==> src/rtl/beta_pkg.sv <==
// beta_pkg
// Shared definitions for the Beta-style EX/MEM/WB bypass pipeline.
//   ir_tag_t  : 15-bit instruction tag carried down the pipe (Rc at [14:10])
//   BUBBLE_IR : tag of an injected no-op; its Rc is R31, which always reads as zero
//   REG_ZERO  : register number that is never written
//   RC_MSB/RC_LSB : location of the destination register field in a tag
//   rc_of()   : extracts the destination register from a tag
package beta_pkg;

    localparam int RC_MSB = 14;
    localparam int RC_LSB = 10;

    typedef logic [14:0] ir_tag_t;

    localparam logic [4:0] REG_ZERO  = 5'd31;
    localparam ir_tag_t    BUBBLE_IR = 15'h7C00;

    // Destination register of an instruction tag.
    function automatic logic [4:0] rc_of(input ir_tag_t ir);
        return ir[RC_MSB:RC_LSB];
    endfunction

endpackage

==> src/rtl/bypass_pipe_if.sv <==
// bypass_pipe_if
// Bundles every signal between the decode/exec/memory side of the CPU and the
// bypass pipeline.
//   decode side -> pipe : dec_ir, dec_is_ld, stall, annul, alu_result, mem_rdata
//   pipe -> consumers   : ir_exec/mem/wb, op_ld_or_ldr_exec/mem/wb,
//                         exec/mem/wb_bypass, we/wa/wd, retired, bubbles
// modport master : the surrounding CPU (drives decode-side inputs)
// modport slave  : the bypass pipeline itself
interface bypass_pipe_if;
    import beta_pkg::*;

    ir_tag_t     dec_ir;
    logic        dec_is_ld;
    logic        stall;
    logic        annul;
    logic [31:0] alu_result;
    logic [31:0] mem_rdata;

    ir_tag_t     ir_exec;
    ir_tag_t     ir_mem;
    ir_tag_t     ir_wb;
    logic        op_ld_or_ldr_exec;
    logic        op_ld_or_ldr_mem;
    logic        op_ld_or_ldr_wb;
    logic [31:0] exec_bypass;
    logic [31:0] mem_bypass;
    logic [31:0] wb_bypass;
    logic        we;
    logic [4:0]  wa;
    logic [31:0] wd;
    logic [31:0] retired;
    logic [31:0] bubbles;

    modport master (
        output dec_ir, dec_is_ld, stall, annul, alu_result, mem_rdata,
        input  ir_exec, ir_mem, ir_wb,
        input  op_ld_or_ldr_exec, op_ld_or_ldr_mem, op_ld_or_ldr_wb,
        input  exec_bypass, mem_bypass, wb_bypass,
        input  we, wa, wd, retired, bubbles
    );

    modport slave (
        input  dec_ir, dec_is_ld, stall, annul, alu_result, mem_rdata,
        output ir_exec, ir_mem, ir_wb,
        output op_ld_or_ldr_exec, op_ld_or_ldr_mem, op_ld_or_ldr_wb,
        output exec_bypass, mem_bypass, wb_bypass,
        output we, wa, wd, retired, bubbles
    );

endinterface

==> src/rtl/pipe_stage_reg.sv <==
// pipe_stage_reg
// One always-advancing pipeline stage register (used for MEM and WB).
//   clk, rst  : clock and synchronous active-high reset
//   tag_in    : instruction tag from the previous stage
//   ld_in     : previous stage holds LD/LDR
//   result_in : 32-bit result to carry forward
//   tag_q, ld_q, result_q : registered copies; reset to a bubble with zero result
module pipe_stage_reg
    import beta_pkg::*;
(
    input  logic        clk,
    input  logic        rst,
    input  ir_tag_t     tag_in,
    input  logic        ld_in,
    input  logic [31:0] result_in,
    output ir_tag_t     tag_q,
    output logic        ld_q,
    output logic [31:0] result_q
);

    // Stages after EX never stall, so this register loads every cycle.
    // Reset turns the stage into a bubble so nothing in flight can write back.
    always_ff @(posedge clk) begin
        if (rst) begin
            tag_q    <= BUBBLE_IR;
            ld_q     <= 1'b0;
            result_q <= '0;
        end else begin
            tag_q    <= tag_in;
            ld_q     <= ld_in;
            result_q <= result_in;
        end
    end

endmodule

==> src/rtl/bypass_pipe.sv <==
// bypass_pipe
// EX -> MEM -> WB tail of a Beta-style pipeline: carries instruction tags and
// load flags, provides the three forwarding values, drives the register-file
// write port and keeps retired/bubble counters.
//   clk, rst : clock, synchronous active-high reset
//   bus      : bypass_pipe_if.slave (decode inputs, stage tags, bypasses,
//              register-file write port, counters)
module bypass_pipe
    import beta_pkg::*;
(
    input logic          clk,
    input logic          rst,
    bypass_pipe_if.slave bus
);

    logic        inject_bubble;
    logic        wb_valid;
    logic [31:0] mem_result;
    logic [31:0] wb_result;

    // A stall and an annul in the same cycle still produce only one bubble,
    // since both just replace the single instruction entering EX.
    assign inject_bubble = bus.stall | bus.annul;

    // EX stage: take the decode instruction unless it is held back or killed,
    // in which case a bubble (Rc=R31, not a load) enters instead.
    always_ff @(posedge clk) begin
        if (rst) begin
            bus.ir_exec           <= BUBBLE_IR;
            bus.op_ld_or_ldr_exec <= 1'b0;
        end else if (inject_bubble) begin
            bus.ir_exec           <= BUBBLE_IR;
            bus.op_ld_or_ldr_exec <= 1'b0;
        end else begin
            bus.ir_exec           <= bus.dec_ir;
            bus.op_ld_or_ldr_exec <= bus.dec_is_ld;
        end
    end

    // MEM stage captures the ALU result of the instruction leaving EX.
    pipe_stage_reg u_mem (
        .clk       (clk),
        .rst       (rst),
        .tag_in    (bus.ir_exec),
        .ld_in     (bus.op_ld_or_ldr_exec),
        .result_in (bus.alu_result),
        .tag_q     (bus.ir_mem),
        .ld_q      (bus.op_ld_or_ldr_mem),
        .result_q  (mem_result)
    );

    // WB stage just delays the MEM result one more cycle.
    pipe_stage_reg u_wb (
        .clk       (clk),
        .rst       (rst),
        .tag_in    (bus.ir_mem),
        .ld_in     (bus.op_ld_or_ldr_mem),
        .result_in (mem_result),
        .tag_q     (bus.ir_wb),
        .ld_q      (bus.op_ld_or_ldr_wb),
        .result_q  (wb_result)
    );

    // Forwarding values. Loads only have real data in WB, where the
    // synchronous RAM output replaces the (meaningless) address result.
    assign bus.exec_bypass = bus.alu_result;
    assign bus.mem_bypass  = mem_result;
    assign bus.wb_bypass   = bus.op_ld_or_ldr_wb ? bus.mem_rdata : wb_result;

    // Register-file write port. R31 is hard-wired zero, so bubbles and
    // Rc=R31 instructions never write.
    assign wb_valid = (rc_of(bus.ir_wb) != REG_ZERO);
    assign bus.we   = wb_valid;
    assign bus.wa   = rc_of(bus.ir_wb);
    assign bus.wd   = bus.wb_bypass;

    // Counters: an instruction retires on the edge it leaves WB; bubbles are
    // counted as they are injected into EX. Reset wins over stall/annul.
    always_ff @(posedge clk) begin
        if (rst) begin
            bus.retired <= '0;
            bus.bubbles <= '0;
        end else begin
            bus.retired <= bus.retired + {31'd0, wb_valid};
            bus.bubbles <= bus.bubbles + {31'd0, inject_bubble};
        end
    end

endmodule

==> src/flat_wrapper.sv <==
// flat-port wrapper written by rule: the top's interface ports become plain ports
module bypass_pipe_flat import beta_pkg::*;
  (clk, rst, bus_dec_ir, bus_dec_is_ld, bus_stall, bus_annul, bus_alu_result, bus_mem_rdata, bus_ir_exec, bus_ir_mem, bus_ir_wb, bus_op_ld_or_ldr_exec, bus_op_ld_or_ldr_mem, bus_op_ld_or_ldr_wb, bus_exec_bypass, bus_mem_bypass, bus_wb_bypass, bus_we, bus_wa, bus_wd, bus_retired, bus_bubbles);
  bypass_pipe_if bus_i ();
  input logic clk;
  input logic rst;
  input wire logic [$bits(bus_i.dec_ir)-1:0] bus_dec_ir;
  input wire logic [$bits(bus_i.dec_is_ld)-1:0] bus_dec_is_ld;
  input wire logic [$bits(bus_i.stall)-1:0] bus_stall;
  input wire logic [$bits(bus_i.annul)-1:0] bus_annul;
  input wire logic [$bits(bus_i.alu_result)-1:0] bus_alu_result;
  input wire logic [$bits(bus_i.mem_rdata)-1:0] bus_mem_rdata;
  output wire logic [$bits(bus_i.ir_exec)-1:0] bus_ir_exec;
  output wire logic [$bits(bus_i.ir_mem)-1:0] bus_ir_mem;
  output wire logic [$bits(bus_i.ir_wb)-1:0] bus_ir_wb;
  output wire logic [$bits(bus_i.op_ld_or_ldr_exec)-1:0] bus_op_ld_or_ldr_exec;
  output wire logic [$bits(bus_i.op_ld_or_ldr_mem)-1:0] bus_op_ld_or_ldr_mem;
  output wire logic [$bits(bus_i.op_ld_or_ldr_wb)-1:0] bus_op_ld_or_ldr_wb;
  output wire logic [$bits(bus_i.exec_bypass)-1:0] bus_exec_bypass;
  output wire logic [$bits(bus_i.mem_bypass)-1:0] bus_mem_bypass;
  output wire logic [$bits(bus_i.wb_bypass)-1:0] bus_wb_bypass;
  output wire logic [$bits(bus_i.we)-1:0] bus_we;
  output wire logic [$bits(bus_i.wa)-1:0] bus_wa;
  output wire logic [$bits(bus_i.wd)-1:0] bus_wd;
  output wire logic [$bits(bus_i.retired)-1:0] bus_retired;
  output wire logic [$bits(bus_i.bubbles)-1:0] bus_bubbles;
  assign bus_i.dec_ir = bus_dec_ir;
  assign bus_i.dec_is_ld = bus_dec_is_ld;
  assign bus_i.stall = bus_stall;
  assign bus_i.annul = bus_annul;
  assign bus_i.alu_result = bus_alu_result;
  assign bus_i.mem_rdata = bus_mem_rdata;
  assign bus_ir_exec = bus_i.ir_exec;
  assign bus_ir_mem = bus_i.ir_mem;
  assign bus_ir_wb = bus_i.ir_wb;
  assign bus_op_ld_or_ldr_exec = bus_i.op_ld_or_ldr_exec;
  assign bus_op_ld_or_ldr_mem = bus_i.op_ld_or_ldr_mem;
  assign bus_op_ld_or_ldr_wb = bus_i.op_ld_or_ldr_wb;
  assign bus_exec_bypass = bus_i.exec_bypass;
  assign bus_mem_bypass = bus_i.mem_bypass;
  assign bus_wb_bypass = bus_i.wb_bypass;
  assign bus_we = bus_i.we;
  assign bus_wa = bus_i.wa;
  assign bus_wd = bus_i.wd;
  assign bus_retired = bus_i.retired;
  assign bus_bubbles = bus_i.bubbles;
  bypass_pipe u_core (.clk(clk), .rst(rst), .bus(bus_i));
endmodule
==> config.mk <==
export PLATFORM = sky130hd
export DESIGN_NAME = bypass_pipe_flat
export DESIGN_NICKNAME = d
export VERILOG_FILES = /design/src/rtl/beta_pkg.sv /design/src/rtl/bypass_pipe_if.sv /design/src/rtl/pipe_stage_reg.sv /design/src/rtl/bypass_pipe.sv /design/src/flat_wrapper.sv
export SDC_FILE = /design/constraint.sdc
export NUM_CORES = 1
export LEC_CHECK = 0
export ABC_AREA = 1
export ABC_CLOCK_PERIOD_IN_PS = 3400
export CORE_MARGIN = 4
export CORE_UTILIZATION = 45
export CTS_CLUSTER_DIAMETER = 120
export CTS_CLUSTER_SIZE = 14
export DETAILED_ROUTE_END_ITERATION = 8
export GPL_ROUTABILITY_DRIVEN = 1
export PLACE_DENSITY = 0.85
export SETUP_SLACK_MARGIN = 0.3
export SLEW_MARGIN = 20
export SYNTH_ARGS = -nofsm -noshare
export SYNTH_HDL_FRONTEND = slang
export SYNTH_SLANG_ARGS = --single-unit
==> constraint.sdc <==
create_clock -name clk -period 3.4 [get_ports clk]
set_clock_uncertainty 0.15 [all_clocks]
set_input_delay 0.34 -clock clk [delete_from_list [all_inputs] [get_ports clk]]
set_output_delay 0.34 -clock clk [all_outputs]
set_load 0.05 [all_outputs]
==> impl_metrics.prom <==
# TYPE chip_impl_metric gauge
chip_impl_metric{name="start_util",unit=""} 0.463
chip_impl_metric{name="fmax",unit="MHz"} 356
chip_impl_metric{name="net-switching-power",unit="uW"} 1340
chip_impl_metric{name="synthToLayoutAreaGrowth",unit="%"} 48.8
chip_impl_metric{name="globalRoute.totalOverflow",unit=""} 0
chip_impl_metric{name="die_extent_in_x",unit="um"} 136
chip_impl_metric{name="cts-buffers-inserted",unit=""} 17
chip_impl_info{name="worstHoldPathType",value="input port to flip-flop"} 1
chip_impl_metric{name="power.switching_fraction",unit=""} 0.269
chip_impl_metric{name="layout-drive-gt1-share",unit=""} 0.101
chip_impl_metric{name="timing.reg2reg.setup_slack",unit="ps"} 1330
chip_impl_metric{name="grt_pass1_vias",unit=""} 6375
chip_impl_metric{name="number_of_synthesized_register_bits",unit=""} 176
chip_impl_info{name="worstHoldStart",value="rst"} 1
chip_impl_info{name="launching_element_of_the_worst_setup_path",value="u_core.u_wb.ld_q$_SDFF_PP0_"} 1
chip_impl_metric{name="cts-resized-gates",unit=""} 0
chip_impl_metric{name="proportion_of_synthesized_chip_area_in_sequential_cells",unit=""} 0.476
chip_impl_info{name="grt_setup_unrepaired",value="false"} 1
chip_impl_metric{name="fp.dieH",unit="um"} 136
chip_impl_metric{name="synthesized_cell_area",unit="um^2"} 7410
chip_impl_metric{name="timing.critical_path.slowest_cell_delay",unit="ps"} 760
chip_impl_metric{name="first_iter_violations",unit=""} 400
chip_impl_metric{name="grt_antenna_before_repair",unit=""} 1
chip_impl_metric{name="critPathArrivalTime",unit="ps"} 2320
chip_impl_metric{name="dr_drc_count",unit=""} 0
chip_impl_metric{name="cts_setup_buffers",unit=""} 0
chip_impl_metric{name="via_count",unit=""} 6709
chip_impl_metric{name="seqPwrFrac",unit=""} 0.429
chip_impl_metric{name="post_route_ant_nets",unit=""} 0
chip_impl_info{name="crit_chain",value="buf_4 -> mux2_2 -> clkdlybuf4s50_1"} 1
chip_impl_metric{name="synth_cell_types",unit=""} 30
chip_impl_metric{name="number_of_iterations_in_the_first_detailed_routing_pass",unit=""} 5
chip_impl_metric{name="wirelength_met1",unit="mm"} 8.95
chip_impl_metric{name="drv_slew",unit=""} 0
chip_impl_info{name="layout.cells.most_common",value="clkdlybuf4s50_1"} 1
chip_impl_metric{name="placementRows",unit=""} 46
chip_impl_metric{name="gp_congestion",unit=""} 0.903
chip_impl_info{name="worstSetupEndpointType",value="primary output"} 1
chip_impl_metric{name="final.min_clock_period",unit="ps"} 2810
chip_impl_metric{name="postSynthCellCount",unit=""} 952
chip_impl_metric{name="largest_net_degree_at_the_start_of_global_routing",unit=""} 57
chip_impl_metric{name="clock_sink_count",unit=""} 176
chip_impl_metric{name="final_sum_of_negative_setup_slack",unit="ps"} 0
chip_impl_metric{name="grt_first_pass_wirelength",unit="mm"} 34.3
chip_impl_metric{name="final_area",unit="um^2"} 11000
chip_impl_metric{name="worst-path-stages",unit=""} 3
chip_impl_metric{name="boundaryPins",unit=""} 330
chip_impl_info{name="run_status",value="finished, final reports clean"} 1
chip_impl_metric{name="internal_power",unit="uW"} 3640
chip_impl_info{name="crit_family",value="buffers and inverters"} 1
chip_impl_metric{name="timing.slew.headroom",unit=""} 0.588
chip_impl_metric{name="hold_viol_final",unit=""} 0
chip_impl_metric{name="avgViaCountPerCell",unit=""} 4.65
chip_impl_metric{name="share_comb_of_total_power",unit=""} 0.148
chip_impl_info{name="cts_tree",value="yes"} 1
chip_impl_metric{name="report.final.setup_viol",unit=""} 0
chip_impl_metric{name="gr-usage-all-layers",unit=""} 0.241
chip_impl_metric{name="rr_worst_depth",unit=""} 10
chip_impl_metric{name="die_area",unit="um^2"} 18600
chip_impl_info{name="cts_root_buf",value="clkbuf_16"} 1
chip_impl_info{name="critical-path-slowest-cell",value="clkdlybuf4s50_1"} 1
chip_impl_info{name="worst_setup_start_kind",value="flip-flop"} 1
chip_impl_metric{name="portBuffers",unit=""} 329
chip_impl_metric{name="final_critical_path_share_of_the_clock_period",unit=""} 0.827
chip_impl_metric{name="avgSynthCellArea",unit="um^2"} 7.78
chip_impl_info{name="layout.cells.most_common_list",value="clkdlybuf4s50_1, nor2_1, dfxtp_1"} 1
chip_impl_metric{name="core",unit="um^2"} 16000
chip_impl_metric{name="hpwlAfterDp",unit="mm"} 17.9
chip_impl_metric{name="number_of_levels_in_the_clock_h_tree",unit=""} 4
chip_impl_metric{name="clock_latency",unit="ps"} 430
chip_impl_metric{name="routed_wl",unit="mm"} 22.7
chip_impl_metric{name="max-clock-path-buffers",unit=""} 2
chip_impl_metric{name="vdd_ir_drop_max",unit="mV"} 0.341
chip_impl_metric{name="clkPwrFrac",unit=""} 0.423
chip_impl_metric{name="crit_path_max_fanout",unit=""} 33
chip_impl_metric{name="critical_path.n_buffers_inverters",unit=""} 2
chip_impl_metric{name="report.power.total",unit="uW"} 4980
chip_impl_metric{name="drt-wirelength-per-cell",unit="um"} 15.8
chip_impl_metric{name="syn_nets",unit=""} 1040
chip_impl_metric{name="synthesis.yosys.warnings",unit=""} 0
chip_impl_metric{name="timing.hold.ws",unit="ps"} 239
chip_impl_metric{name="power_per_cell_area",unit="nW/um^2"} 452
chip_impl_metric{name="transition_time_at_the_pin_with_the_least_slew_margin",unit="ps"} 616
chip_impl_metric{name="placement.cell_area",unit="um^2"} 10400
chip_impl_metric{name="worst_ep_required_time",unit="ps"} 2910
chip_impl_metric{name="cts.reportedPaths.clkPinSlew",unit="ps"} 70
chip_impl_metric{name="met3WireLength",unit="mm"} 1.83
chip_impl_metric{name="final_nets",unit=""} 1301
chip_impl_info{name="critical_path.reg2reg.endpoint",value="u_core.bus.retired[14]$_SDFF_PP0_"} 1
chip_impl_info{name="worst_r2r_startpoint",value="u_core.u_wb.tag_q[14]$_SDFF_PP1_"} 1
chip_impl_info{name="crit_end",value="bus_wd[7]"} 1
chip_impl_metric{name="power_leakage",unit="uW"} 0.00443
chip_impl_metric{name="utilization",unit=""} 0.689
chip_impl_info{name="path_class",value="flip-flop to primary output"} 1
chip_impl_metric{name="total_of_max_cap_violations",unit=""} 0
chip_impl_metric{name="met2_length",unit="mm"} 11.4
chip_impl_metric{name="cts_hold_repair.buffers",unit=""} 0
chip_impl_info{name="highest-signal-layer",value="met4"} 1
-- cells by family after synthesis --
group,Yosys count,share of synthesized area
fa+ha+maj,4,0.00676
flops,176,0.476
simple gates,449,0.270
xor+xnor,5,0.00591
buf+inv,230,0.153
mux,32,0.0486
compound gates,56,0.0392
-- area by class of cell --
cell class              instances  area, um^2
repair buffers                333        3320
flip-flops and latches        176        3520
inverters                     139         522
multi-input cells             546        2750
clock buffers                  18         439
diodes                          1        2.50
clock inverters                14         201
well taps                     216         270
fillers                      1261        4980
-- cell usage after synthesis --
library cell  number  area share
a21oi_1           42       0.028
and2_1             3      0.0025
and3_1             3      0.0025
buf_2             11      0.0074
buf_4             69       0.070
clkbuf_1          11      0.0056
clkinv_1           1     0.00051
dfxtp_1          176        0.48
ha_1               4      0.0068
inv_1            136       0.069
inv_2              2      0.0010
mux2_1             1      0.0015
mux2_2            31       0.047
nand2_1          137       0.069
nand2_2            6      0.0051
nand2_4            4      0.0061
nand3_1           32       0.022
nand3b_1           1      0.0010
nand4_1            1     0.00085
nor2_1           216        0.11
nor2_2             8      0.0068
nor2_4            17       0.026
nor2_8             1      0.0027
nor3_1             2      0.0014
o21a_1             4      0.0041
o21ai_0           10      0.0068
or2_1              1     0.00085
or2_2             17       0.014
xnor2_1            1      0.0012
xor2_1             4      0.0047
-- routing by layer --
metal  GRT usage  vias up
met5           0        -
li1            -     3335
met1       0.273     3062
met3      0.0792       42
met2       0.427      270
met4      0.0817        0
-- flip-flops by register name, summed over array words and instances, names as in the netlist --
| register | flops |
|---|---|
| u_core.bus.bubbles | 32 |
| u_core.u_mem.ld_q | 1 |
| u_core.u_wb.ld_q | 1 |
| u_core.bus.retired | 32 |
| u_core.u_wb.result_q | 32 |
| u_core.u_mem.tag_q | 15 |
| u_core.u_wb.tag_q | 15 |
| u_core.bus.op_ld_or_ldr_exec | 1 |
| u_core.u_mem.result_q | 32 |
| u_core.bus.ir_exec | 15 |
-- through the flow --
| stage | instances | worst slack [ps] |
|---|---|---|
| after floorplan | 952 | 749 |
| after global placement | 1410 | 1010 |
| after detailed placement | 1410 | 989 |
| after CTS | 1442 | 577 |
| after global routing | 1443 | 518 |
| final | 1443 | 589 |
-- power groups by stage --
stage	Clock [uW]	Sequential, uW	Combinational, uW
3_3_place_gp	0	2180	732
6_report	2110	2140	739
2_1_floorplan	0	2300	358
5_1_grt	2230	2140	772
3_5_place_dp	0	2180	740
4_1_cts	2130	2140	743
-- how the worst min path moves through the flow --
stage / endpoint / cells past startpoint / slack (ps)
2_1_floorplan: u_core.bus.ir_exec[10]$_SDFF_PP1_ / 1 / 300
3_3_place_gp: u_core.u_wb.result_q[19]$_SDFF_PP0_ / 2 / 250
3_5_place_dp: u_core.u_wb.ld_q$_SDFF_PP0_ / 2 / 260
4_1_cts: u_core.bus.retired[0]$_SDFF_PP0_ / 2 / 230
5_1_grt: u_core.bus.retired[0]$_SDFF_PP0_ / 2 / 270
6_report: u_core.bus.retired[0]$_SDFF_PP0_ / 2 / 240
Power figures use the tool's default switching activity.
